<file path="src/rtl/mem_access_ctrl.sv">
// Arbitrated word-access controller: serialises 32-bit loads/stores from two ports onto a
// byte-wide 256-entry memory, four little-endian byte beats per aligned word.
module mem_access_ctrl (
   input  logic        clk,
   input  logic        reset,
   input  logic        req0,
   input  logic        req1,
   input  logic        memWrite0,
   input  logic        memWrite1,
   input  logic [31:0] address0,
   input  logic [31:0] address1,
   input  logic [31:0] write_data0,
   input  logic [31:0] write_data1,
   output logic        ack0,
   output logic        ack1,
   output logic [31:0] read_data,
   output logic        err,
   output logic        busy,
   output logic [7:0]  mem_addr,
   output logic [7:0]  mem_wdata,
   output logic        mem_we,
   input  logic [7:0]  mem_rdata
);

   typedef enum logic [1:0] {StIdle, StXfer, StDone} state_e;

   state_e      state_q, state_d;
   logic [1:0]  cnt_q, cnt_d;
   logic        last_grant_q, last_grant_d;
   logic        port_q, port_d;
   logic [7:0]  base_q, base_d;
   logic        write_q, write_d;
   logic [31:0] wdata_q, wdata_d;
   logic [23:0] rbuf_q, rbuf_d;
   logic [31:0] read_data_q, read_data_d;
   logic        mis_q, mis_d;
   logic [7:0]  addr_q, addr_d;
   logic [7:0]  mwd_q, mwd_d;

   logic        grant;
   logic [7:0]  sel_addr;
   logic [7:0]  xfer_addr;
   logic [7:0]  xfer_byte;
   logic        unused_addr;

   assign unused_addr = ^{address0[31:8], address1[31:8]};

   // Round-robin: on contention the port not granted last wins.
   assign grant     = (req0 && req1) ? ~last_grant_q : req1;
   assign sel_addr  = grant ? address1[7:0] : address0[7:0];
   assign xfer_addr = {base_q[7:2], cnt_q};
   assign xfer_byte = wdata_q[8*cnt_q +: 8];

   always_comb begin
      state_d      = state_q;
      cnt_d        = cnt_q;
      last_grant_d = last_grant_q;
      port_d       = port_q;
      base_d       = base_q;
      write_d      = write_q;
      wdata_d      = wdata_q;
      rbuf_d       = rbuf_q;
      read_data_d  = read_data_q;
      mis_d        = mis_q;
      addr_d       = addr_q;
      mwd_d        = mwd_q;
      unique case (state_q)
         StIdle: begin
            if (req0 || req1) begin
               port_d       = grant;
               last_grant_d = grant;
               base_d       = sel_addr;
               write_d      = grant ? memWrite1 : memWrite0;
               wdata_d      = grant ? write_data1 : write_data0;
               cnt_d        = 2'd0;
               mis_d        = |sel_addr[1:0];
               if (|sel_addr[1:0]) begin
                  read_data_d = 32'd0;
                  state_d     = StDone;
               end else begin
                  state_d = StXfer;
               end
            end
         end
         StXfer: begin
            addr_d = xfer_addr;
            mwd_d  = xfer_byte;
            if (!write_q) begin
               case (cnt_q)
                  2'd0:    rbuf_d[7:0]   = mem_rdata;
                  2'd1:    rbuf_d[15:8]  = mem_rdata;
                  2'd2:    rbuf_d[23:16] = mem_rdata;
                  default: ;
               endcase
            end
            if (cnt_q == 2'd3) begin
               // Last beat bypasses the buffer so the word is complete on entry to DONE.
               read_data_d = write_q ? 32'd0 : {mem_rdata, rbuf_q};
               state_d     = StDone;
            end else begin
               cnt_d = cnt_q + 2'd1;
            end
         end
         StDone:  state_d = StIdle;
         default: state_d = StIdle;
      endcase
   end

   always_ff @(posedge clk or posedge reset) begin
      if (reset) begin
         state_q      <= StIdle;
         cnt_q        <= 2'd0;
         last_grant_q <= 1'b1;
         port_q       <= 1'b0;
         base_q       <= 8'd0;
         write_q      <= 1'b0;
         wdata_q      <= 32'd0;
         rbuf_q       <= 24'd0;
         read_data_q  <= 32'd0;
         mis_q        <= 1'b0;
         addr_q       <= 8'd0;
         mwd_q        <= 8'd0;
      end else begin
         state_q      <= state_d;
         cnt_q        <= cnt_d;
         last_grant_q <= last_grant_d;
         port_q       <= port_d;
         base_q       <= base_d;
         write_q      <= write_d;
         wdata_q      <= wdata_d;
         rbuf_q       <= rbuf_d;
         read_data_q  <= read_data_d;
         mis_q        <= mis_d;
         addr_q       <= addr_d;
         mwd_q        <= mwd_d;
      end
   end

   always_comb begin
      ack0      = (state_q == StDone) && !port_q;
      ack1      = (state_q == StDone) && port_q;
      err       = (state_q == StDone) && mis_q;
      busy      = (state_q != StIdle);
      mem_we    = (state_q == StXfer) && write_q;
      mem_addr  = (state_q == StXfer) ? xfer_addr : addr_q;
      mem_wdata = (state_q == StXfer) ? xfer_byte : mwd_q;
      read_data = read_data_q;
   end

endmodule

</file>
<file path="config.mk">
export PLATFORM = sky130hd
export DESIGN_NAME = mem_access_ctrl
export DESIGN_NICKNAME = d
export VERILOG_FILES = /design/src/rtl/mem_access_ctrl.sv
export SDC_FILE = /design/constraint.sdc
export NUM_CORES = 1
export LEC_CHECK = 0
export ABC_AREA = 0
export CORE_MARGIN = 10
export CORE_UTILIZATION = 41
export DETAILED_ROUTE_END_ITERATION = 10
export PLACE_DENSITY_LB_ADDON = 0.2
export SLEW_MARGIN = 10
export SYNTH_ARGS = -nofsm -noshare
export SYNTH_HDL_FRONTEND = slang
export SYNTH_SLANG_ARGS = --single-unit
</file>
<file path="constraint.sdc">
create_clock -name clk -period 3.68 [get_ports clk]
set_clock_uncertainty 0.05 [all_clocks]
set_input_delay 0.368 -clock clk [delete_from_list [all_inputs] [get_ports clk]]
set_output_delay 0.368 -clock clk [all_outputs]
set_load 0.05 [all_outputs]
</file>
### Yosys cells after proc, flatten, opt, wreduce, memory -nomap -nowiden

Index checks and enable logic that the tools add are counted.

| cells by class | value |
|---|---|
| bitwise gates (word level) | 2 |
| reduce and logical (&&, ||, !) cells | 19 |
| add/sub/neg operators | 1 |
| equality and inequality tests | 9 |
| muxes and demuxes | 18 |
| shift-type cells | 1 |

Operators by type and width:

| operator | number |
|---|---|
| 32-bit 2-to-1 mux | 5 |
| 32-bit case mux with 2 select lines | 1 |
| 32-bit by 6-bit indexed part select with 8-bit output | 1 |
| 8-bit 2-to-1 mux | 3 |
| 3-bit AND reduction | 4 |
| 2-bit 2-to-1 mux | 5 |
| 2-bit inequality test (second input constant) | 4 |
| 2-bit case mux with 2 select lines | 2 |
| 2-bit equality test (second input constant) | 3 |
| 1-bit logical AND | 5 |
| 2-bit by 1-bit equality test with 1-bit output (second input constant) | 2 |
| 2-bit logical NOT | 2 |
| 2-bit AND reduction | 2 |
| 4-bit AND reduction | 1 |
| 2-bit nonzero test | 2 |
| 2-bit by 1-bit adder with 2-bit output (second input constant) | 1 |
| 1-bit 2-to-1 mux | 2 |
| 1-bit inverter | 2 |
| 2-bit OR reduction | 1 |
| 1-bit logical NOT | 1 |
| 1-bit logical OR | 1 |

| word-level totals | value |
|---|---|
| bits of input ports | 142 |
| flip-flop bits (word level) | 120 |
| output and inout port bits | 53 |
| logic and storage cells | 64 |

### Logic depth before layout (Yosys ltp)

| logic depth | value |
|---|---|
| word-level depth | 7 |
| mapped depth | 6 |
| depth with buffers taken out | 5 |

### Worst setup path after synthesis

No wires, ideal clock.

| timing | value |
|---|---|
| kind | flip-flop to output port |
| start | reg state_q[1] |
| end | out ack0 |
| required time | 3262 ps |
| stages on the path, launching flop included | 4 |
| buffers on the path | 2 |
| setup slack | 1126 ps |
| arrival time | 2136 ps |
| cell sequence | dfrtp_1 clkbuf_1 clkbuf_1 nor3b_1 |

| between the ends | value |
|---|---|
| word-level cells in the longest chain between the ends | 2 |

RTL lines:

| element | line | text |
|---|---|---|
| start: declaration | 27 | `state_e state_q, state_d;` |
| start signal: assignment | 111 | `state_q <= StIdle;` |
| start signal: assignment | 124 | `state_q <= state_d;` |
| 2-bit equality test | 140 | `ack0 = (state_q == StDone) && !port_q;` |
| 1-bit logical AND | 140 |  |
| end: declaration | 14 | `output logic ack0,` |

Every way passes these cells.

### Final worst setup path

| timing | value |
|---|---|
| start | reg cnt_q[0] |
| end | out mem_wdata[3] |

| between the ends | value |
|---|---|
| word-level cells in the longest chain between the ends | 2 |

RTL lines:

| element | line | text |
|---|---|---|
| start: declaration | 28 | `logic [1:0] cnt_q, cnt_d;` |
| start signal: assignment | 125 | `cnt_q <= cnt_d;` |
| 32-bit by 6-bit indexed part select with 8-bit output | 52 | `assign xfer_byte = wdata_q[8*cnt_q +: 8];` |
| 8-bit 2-to-1 mux | 146 | `mem_wdata = (state_q == StXfer) ? xfer_byte : mwd_q;` |
| end: declaration | 20 | `output logic [7:0] mem_wdata,` |

Every way passes these cells.

==> results.yml <==
sta:
  post-route-min-period_ns: 3.27
  rsz0062_at_grt: "false"
  slew_violations: 0
  relSlewSlack_pct: 49.2
  min_period_over_period_pct: 88.8
  worst_slew_pin_slew_ns: 0.759
  setup_viol: 0
  whs_ns: 0.390
  finalSetupTns_ns: 0
  timing_hold_violations_final: 0
  fmax_mhz: 306
setup_path:
  endpoint_kind: "output pin"
  crit_path_start: "cnt_q[0]"
  cp.arrival_ns: 2.85
  r2r-start: "cnt_q[0]"
  cp_slowest_cell: "dfrtp_1"
  r2r_slack_ns: 1.32
  endpoint: "mem_wdata[3]"
  reg2reg_depth: 5
  reg2reg_to: "read_data[14]"
  critical_path_depth: 3
  path_buf_inv: 1
  crit_chain: "mux4_2, mux2_2, clkdlybuf4s50_1"
  required_ns: 3.26
  start_kind: "flop"
  crit_fanout: 14
  critPathTopFamily: "multiplexers"
  crit_type: "flop to output pin"
  max_stage_delay_ns: 0.80
final_layout:
  fin_nets: 736
  fin_area_um2: 7870
  drive_above_1_share_pct: 29.5
  antenna-diode-count: 0
  final_common_cell: "clkdlybuf4s50_1"
  layout_common_cells: "clkdlybuf4s50_1 (146), mux2_2 (119), dfrtp_1 (117), inv_1 (36)"
  area_growth_pct: 39.5
  fin_cells: 779
placed_design:
  gp_congestion: 0.770
  dp.final_hpwl_mm: 10.3
  port_buffers: 146
  place_area_um2: 7300
  place_inst: 747
logic_synthesis:
  yosysTopAreaCell: "dfrtp_1"
  ys_warn_count: 0
  synth_top_area_share_pct: 51.9
  yosysSeqAreaShare_pct: 52.3
  synthTopCellsByArea: "dfrtp_1 (52%), mux2_2 (24%), o211ai_1 (4.3%)"
  syn_area_um2: 5650
  syn_nets: 595
  yosys_register_bits: 118
  synth_cells: 449
  avgSynthCellArea_um2: 12.6
  synth_cell_type_count: 32
floorplanning:
  start_util_pct: 42.3
  design.core.area_um2: 13300
  die_h_um: 137
  row_count: 42
  boundaryPins: 195
  fp.dieW_um: 137
  die_area_um2: 18900
clock_tree:
  cts_tree: "yes"
  postCtsSetupRepairBufs: 0
  cts_buffer_depth: 2
  htree_levels: 4
  cts_buffers: 17
  insertion_delay_ns: 0.41
  cts.clk_slew.worst_paths_ns: 0.06
  ctsHoldBuffers: 0
  cts_resized: 0
  cts_sinks: 118
  root_buffer: "clkbuf_16"
routing:
  ant_nets: 0
  avgViaCountPerCell: 5.19
  first_pass_iters: 4
  wl_per_cell_um: 18.6
  drt-total-wl_mm: 14.5
  vias: 4043
  drtIter0Drc: 174
  drc: 0
pwr:
  powerDensity_nw_per_um2: 774
  p_leak_nw: 3.19
  ir_drop_mv: 0.374
global_routing:
  gr-total-overflow: 0
  grt_max_degree: 61
  grt_pass1_wl_mm: 23.3
  grt_use_total_pct: 15.8
  grt_pass1_vias: 4503
  antenna_found_initial: 0
outcome:
  status: "finished clean"
hold_path:
  hp-class: "primary input to asynchronous set/reset pin"
flow_run:
  max-cap-violations: 0
[synth_stat cells (all sizes together)]
library cell and number:
a21boi 1, a21oi 1, a22o 1, a31o 1
a31oi 1, and2 1, and3 3, and3b 2
buf 18, clkbuf 16, dfrtp 117, dfstp 1
ha 4, inv 37, mux2 119, mux2i 2
mux4 8, nand2 32, nor2 6, nor2b 2
nor3 4, nor3b 1, nor4b 1, nor4bb 1
o211ai 32, o21ai 3, o311ai 1, o31ai 32
or3b 1
[flip-flops by register name (all words and copies together), names as in the netlist]
signal	cells
base_q	6
addr_q	8
rbuf_q	24
mis_q	1
last_grant_q	1
write_q	1
cnt_q	2
port_q	1
wdata_q	32
state_q	2
mwd_q	8
read_data	32
[area by class of cell]
type	instances	area, um^2
Timing Repair Buffer	156	1550
Clock inverter	13	131
Tap cell	176	220
Sequential cell	118	2950
Multi-Input combinational cell	260	2430
Inverter	37	141
Fill cell	1146	5470
Clock buffer	19	443
[power by group]
part / switching [mW] / internal, mW
Clock: 0.590 / 1.01
Combinational: 1.33 / 1.12
Sequential: 0.271 / 1.78
Total: 2.19 / 3.90
[cells by family (layout without fill, tap and decap cells)]
logic type / after synthesis / after routing / share of synthesized area, %
muxes: 129 / 129 / 27.3
adders and majority gates: 4 / 4 / 0.887
AOI/OAI and AO/OA: 73 / 73 / 9.64
and+or+nand+nor: 54 / 54 / 4.57
buffers and inverters: 71 / 225 / 5.30
DFF: 118 / 118 / 52.3
[layer usage]
metal | global-route usage (%) | up-vias | routed length [um] | share of wire, %
met1 | 17.7 | 2020 | 5920 | 41
met3 | 7.06 | 10 | 1190 | 8.2
met4 | 4.68 | 0 | 120 | 0.83
met5 | 0 | - | 0 | 0
met2 | 26.6 | 122 | 7250 | 50
li1 | - | 1891 | - | -
[stage by stage]
step / power [mW] / worst slack (ns) / utilization (%)
after floorplan: 3.77 / 0.135 / -
after global placement: 4.47 / 0.811 / 54.7
after detailed placement: 4.56 / 0.809 / 54.7
after CTS: 6.18 / 0.337 / 59.0
after global routing: 6.43 / 0.227 / 59.0
final: 6.09 / 0.414 / 59.0
[worst min-delay path by stage]
stage	from	endpoint	slack, ns	cells after the start
after floorplan	req0	last_grant_q	0.38	1
after global placement	rbuf_q[0]	read_data[0]	0.43	2
after detailed placement	mwd_q[5]	mwd_q[5]	0.43	1
after CTS	reset	read_data[16]	0.42	2
after global routing	reset	read_data[13]	0.45	2
final	reset	read_data[13]	0.39	2
[worst register-to-register path, cell delays in order (launching register included)]
cell and delay [ns]:
dfrtp_1 0.64, ha_1 0.39, nor2b_2 0.62, buf_4 0.37, o31ai_1 0.10, o211ai_1 0.11
No activity file was read; power rests on OpenSTA's default activity.
